===== src/rtl/lock_ctrl.sv =====
// lock_ctrl: BCD keypad lock with code entry, code change, fail counting and timed lockout
// Ports:
//   clk, rst_n   - clock and asynchronous active-low reset
//   key_valid    - strobe qualifying key_digit (BCD 0-9 accepted)
//   key_digit    - keypad digit
//   key_enter    - submit entry; in OPEN relocks or stores the new code
//   key_clear    - discard the current entry
//   set_mode     - level; in OPEN, key_enter stores the code instead of relocking
//   digit_out    - last accepted digit
//   status_out   - {alarm, state[2:0]}
//   unlocked     - high in OPEN
//   alarm        - high in LOCKOUT
module lock_ctrl #(
  parameter int CODE_LEN = 4,
  parameter int MAX_FAIL = 3,
  parameter int LOCKOUT_CYC = 16,
  parameter logic [CODE_LEN*4-1:0] DEFAULT_CODE = 16'h1234
) (
  input  logic       clk,
  input  logic       rst_n,
  input  logic       key_valid,
  input  logic [3:0] key_digit,
  input  logic       key_enter,
  input  logic       key_clear,
  input  logic       set_mode,
  output logic [3:0] digit_out,
  output logic [3:0] status_out,
  output logic       unlocked,
  output logic       alarm
);
  localparam int BW = CODE_LEN * 4;
  localparam int CW = $clog2(CODE_LEN + 1);
  localparam int FW = ($clog2(MAX_FAIL + 1) > 2) ? $clog2(MAX_FAIL + 1) : 2;
  localparam int TW = (LOCKOUT_CYC > 1) ? $clog2(LOCKOUT_CYC) : 1;
  localparam logic [CW-1:0] CNT_MAX = CW'(CODE_LEN);
  localparam logic [CW-1:0] CNT_ONE = CW'(1);
  localparam logic [FW-1:0] FAIL_MAX = FW'(MAX_FAIL);
  localparam logic [FW-1:0] FAIL_ONE = FW'(1);
  localparam logic [TW-1:0] TMR_LOAD = TW'(LOCKOUT_CYC - 1);
  localparam logic [TW-1:0] TMR_ONE = TW'(1);
  typedef enum logic [2:0] {
    IDLE    = 3'd0,
    ENTRY   = 3'd1,
    CHECK   = 3'd2,
    OPEN    = 3'd3,
    FAIL    = 3'd4,
    LOCKOUT = 3'd5
  } state_t;
  state_t state, state_n;
  logic [BW-1:0] buffer, buffer_n, code, code_n;
  logic [BW+3:0] shifted;
  logic [CW-1:0] count, count_n;
  logic [3:0] digit_n;
  logic [FW-1:0] fail_cnt, fail_n, fail_inc;
  logic [TW-1:0] timer, timer_n;
  logic accept, match;
  assign unlocked = (state == OPEN);
  assign alarm = (state == LOCKOUT);
  assign status_out = {alarm, state};
  always_comb begin
    state_n = state;
    buffer_n = buffer;
    code_n = code;
    count_n = count;
    digit_n = digit_out;
    fail_n = fail_cnt;
    timer_n = timer;
    shifted = {buffer, key_digit};
    // saturated entries drop further digits without shifting
    accept = key_valid && (key_digit <= 4'd9) && (count != CNT_MAX);
    match = (count == CNT_MAX) && (buffer == code);
    fail_inc = fail_cnt + FAIL_ONE;
    case (state)
      IDLE, ENTRY, OPEN: begin
        if (key_clear) begin
          buffer_n = '0;
          count_n = '0;
          digit_n = '0;
          state_n = (state == OPEN) ? OPEN : IDLE;
        end else if (key_enter) begin
          if (state == ENTRY) begin
            state_n = CHECK;
          end else if (state == OPEN && !set_mode) begin
            buffer_n = '0;
            count_n = '0;
            state_n = IDLE;
          end else if (state == OPEN && count == CNT_MAX) begin
            code_n = buffer;
            buffer_n = '0;
            count_n = '0;
          end
        end else if (accept) begin
          buffer_n = shifted[BW-1:0];
          count_n = count + CNT_ONE;
          digit_n = key_digit;
          state_n = (state == OPEN) ? OPEN : ENTRY;
        end
      end
      CHECK: begin
        buffer_n = '0;
        count_n = '0;
        state_n = match ? OPEN : FAIL;
        fail_n = match ? '0 : fail_cnt;
      end
      FAIL: begin
        fail_n = fail_inc;
        state_n = (fail_inc >= FAIL_MAX) ? LOCKOUT : IDLE;
        timer_n = (fail_inc >= FAIL_MAX) ? TMR_LOAD : timer;
      end
      LOCKOUT: begin
        state_n = (timer == '0) ? IDLE : LOCKOUT;
        fail_n = (timer == '0) ? '0 : fail_cnt;
        timer_n = (timer == '0) ? timer : timer - TMR_ONE;
      end
      default: state_n = IDLE;
    endcase
  end
  always_ff @(posedge clk or negedge rst_n) begin
    if (!rst_n) begin
      state <= IDLE;
      buffer <= '0;
      code <= DEFAULT_CODE;
      count <= '0;
      digit_out <= '0;
      fail_cnt <= '0;
      timer <= '0;
    end else begin
      state <= state_n;
      buffer <= buffer_n;
      code <= code_n;
      count <= count_n;
      digit_out <= digit_n;
      fail_cnt <= fail_n;
      timer <= timer_n;
    end
  end
endmodule


===== config.mk =====
export PLATFORM = sky130hd
export DESIGN_NAME = lock_ctrl
export DESIGN_NICKNAME = d
export VERILOG_FILES = /design/src/rtl/lock_ctrl.sv
export SDC_FILE = /design/constraint.sdc
export NUM_CORES = 1
export LEC_CHECK = 0
export CORE_ASPECT_RATIO = 0.6
export CORE_MARGIN = 1.5
export CORE_UTILIZATION = 52
export DETAILED_ROUTE_END_ITERATION = 7
export PLACE_DENSITY = 0.73
export SYNTH_ARGS = -nofsm -noshare
export SYNTH_HDL_FRONTEND = slang
export SYNTH_SLANG_ARGS = --single-unit

===== constraint.sdc =====
create_clock -name clk -period 3.2 [get_ports clk]
set_input_delay 0.64 -clock clk [delete_from_list [all_inputs] [get_ports clk]]
set_output_delay 0.64 -clock clk [all_outputs]
set_load 0.05 [all_outputs]

==> impl_results.md <==
* Status: finished clean
* Maximum clock path buffer count at 2
* Total Routing Usage GR at 0.195
* I/O Pins at 20
* FF-to-FF Start: state[1]$_DFFE_PN0P_
* Final-report max-slew violation count at 0
* Pre-antenna DRT Iters at 4
* Antenna diode count at 0
* Post-CTS Repair Setup Buffers at 0
* Post-CTS resize count at 0
* DRT iter0 DRCs at 118
* Flop and latch count out of synthesis at 48
* Initial antenna violation count at 0
* Clk Latency, worst-skew pair at 0.31 ns
* Yosys Warn Count at 0
* Setup violations, final at 0
* Htree depth at 2
* Final instance area at 0.00281 mm2
* Die area at 0.00525 mm2
* Reg2reg path depth at 6
* GRT Residual Overflow at 0
* Post-DR vias/cell at 5.35
* Worst clock skew at 0.00579 ns
* Syn_nets at 260
* Post-Syn Instances at 246
* Net Sw Frac at 0.370
* Dpl cell area at 0.00271 mm2
* Peak supply drop at 0.388 mV
* Tcrit/Tclk final at 0.864
* Crit path capture type: output port
* Period minus WS final at 2.77 ns
* Cts hold-fix bufs at 0
* CTS tree: done
* CP required at 2.56 ns
* Die width at 92.6 um
* Hold_ws at 0.510 ns
* Seq/Total Area, Yosys at 0.482
* Slew headroom at 0.310
* P_leak at 1.36 nW
* Fmax at 362 MHz
* Chip height at 56.7 um
* Netlist Area Pre-Place at 0.00250 mm2
* Detailed-route DRC error count at 0
* Area delta synth->final at 12.5%
* PortBufs at 19
* Pin count of the biggest net entering global routing at 49
* WP data arrival at 2.13 ns
* Sequential power share at 0.434
* R2R Setup Slk at 1.27 ns
* Crit-path max FO at 17
* Routed WL at 4.59 mm
* Switching power at 0.676 mW
* Post-synth cell types at 47
* Fin. Hold Viols at 0
* Row count at 19
* Slew @ Worst Pin at 1.04 ns
* MaxCap Viol Count at 0
* Post-synth top area share at 0.430
* Clock sinks at 48
* Root Driver: clkbuf_8
* Routability cong. at 0.772
* R2r endpoint: buffer[6]$_DFFE_PN0P_
* Starting Density at 0.545
* Clk network pwr share at 0.238
* WL/cell at 14.0 um
* DPL Wire Length at 3.25 mm
* RSZ-0062 raised after global routing: no
* Internal power at 1.15 mW
* Layout cells sized above 1 at 0.136
* Combinational share of power at 0.327
* Number of global-route vias before repair at 1,634
* CP startpoint kind: register
* Num CTS Buffers at 5
* Average size of a mapped cell at 10.2 um2
* Final Util at 0.613
* Clock transition at the registers of the reported paths at 0.08 ns
* Final ANT Viol Nets at 0
* PwrDens at 650 mW/mm2
* Critical path class: reg2out
* Cell accounting for the most synthesized area: dfrtp_1
* Global-route wire length before repair at 7.74 mm
* Core ar. at 0.00459 mm2
* Via count at 1,756
* Total chip power at 1.83 mW
* HP Class: in2async
* Area contributors post-synth: dfrtp_1 43%, mux2_2 6.3%, mux2i_1 5.6%
* Total negative slack for setup checks at 0 ns
* Final #Nets at 278
[per-stage QoR]
step           setup slack (ns)  std cells
2_1_floorplan             0.581        246
3_3_place_gp              0.775        320
3_5_place_dp              0.730        320
4_1_cts                   0.436        328
5_1_grt                   0.366        328
6_report                  0.434        328
[layer usage]
| metal | share of wire | up-vias | global-route usage |
|---|---|---|---|
| li1 | - | 864 | - |
| met1 | 0.54 | 852 | 0.301 |
| met2 | 0.41 | 38 | 0.267 |
| met3 | 0.050 | 2 | 0.0420 |
| met4 | 0.0048 | 0 | 0.0659 |
| met5 | 0 | - | 0 |
[cell usage after synthesis, drive strengths merged]
| cell type | instances |
|---|---|
| dfrtp | 43 |
| nand2 | 33 |
| inv | 24 |
| mux2 | 16 |
| o21ai | 15 |
| xor2 | 15 |
| mux2i | 14 |
| nor2 | 10 |
| buf | 9 |
| nor3 | 8 |
| a21oi | 7 |
| dfstp | 5 |
| a22oi | 4 |
| ha | 4 |
| nand3 | 4 |
| nor4 | 4 |
| nand2b | 3 |
| a31oi | 2 |
| and3 | 2 |
| clkbuf | 2 |
| nor2b | 2 |
| o31ai | 2 |
| a211o | 1 |
| a21o | 1 |
| a22o | 1 |
| a32oi | 1 |
| and2 | 1 |
| and4bb | 1 |
| nand3b | 1 |
| nand4b | 1 |
| o211a | 1 |
| o211ai | 1 |
| o21a | 1 |
| o21bai | 1 |
| o221a | 1 |
| o32ai | 1 |
| or2 | 1 |
| or2b | 1 |
| or3b | 1 |
| xnor2 | 1 |
[how the worst max path moves through the flow]
stage	from	to	slack (ns)	cells after the start
floorplan	state[0]$_DFFE_PN0P_	code[10]$_DFFE_PN0P_	0.58	7
global placement	state[1]$_DFFE_PN0P_	alarm	0.77	3
detailed placement	key_clear	code[7]$_DFFE_PN0P_	0.73	7
CTS	state[1]$_DFFE_PN0P_	status_out[3]	0.44	3
global route	state[1]$_DFFE_PN0P_	status_out[3]	0.37	3
finish	state[1]$_DFFE_PN0P_	alarm	0.43	3
[power groups by stage]
stage / registers, mW / logic, mW / clock network, mW
final: 0.794 / 0.598 / 0.436
after global routing: 0.811 / 0.656 / 0.465
after CTS: 0.792 / 0.602 / 0.444
after detailed placement: 0.803 / 0.597 / 0
after global placement: 0.802 / 0.593 / 0
after floorplan: 0.850 / 0.396 / 0
[logic make-up (layout without fill, tap and decap cells)]
kind of cell    count (synthesis)  in the layout  synth area share
mux                            30             30             0.128
flops                          48             48             0.483
compound gates                 40             40             0.103
xor+xnor                       16             16            0.0560
simple gates                   73             73             0.142
buf+inv                        35             54            0.0690
fa+ha+maj                       4              4            0.0200
[final cells by class]
| cell class | instances | area, um2 |
|---|---|---|
| clock buffer | 6 | 72.6 |
| clock inverter | 2 | 35.0 |
| fill | 390 | 1770 |
| inverter | 24 | 90.1 |
| multi-input combinational | 163 | 1120 |
| sequential | 48 | 1210 |
| tap | 63 | 78.8 |
| timing repair buffer | 22 | 208 |
[state kept, by name, indices dropped and copies added (netlist names)]
| register | cells |
|---|---|
| timer | 4 |
| count | 3 |
| digit_out | 4 |
| code | 16 |
| state | 3 |
| buffer | 16 |
| fail_cnt | 2 |
[worst max-delay path, cell delays in order (launching register included)]
cell and delay, ns:
dfrtp_1 0.56, nand3b_1 0.28, inv_1 0.16, clkdlybuf4s50_1 0.82
[cells in the final DEF, fill, tap and decap left out, types with 6 or more instances in the layout]
| cell | Yosys | final |
|---|---|---|
| nor3_1 | 8 | 8 |
| dfrtp_1 | 43 | 43 |
| inv_1 | 24 | 24 |
| nand2_1 | 33 | 33 |
| nor2_1 | 10 | 10 |
| mux2i_1 | 14 | 14 |
| clkdlybuf4s50_1 | 0 | 18 |
| a21oi_1 | 6 | 6 |
| mux2_2 | 14 | 14 |
| o21ai_0 | 14 | 14 |
| xor2_1 | 15 | 15 |
No activity file was read; power rests on OpenSTA's default activity.
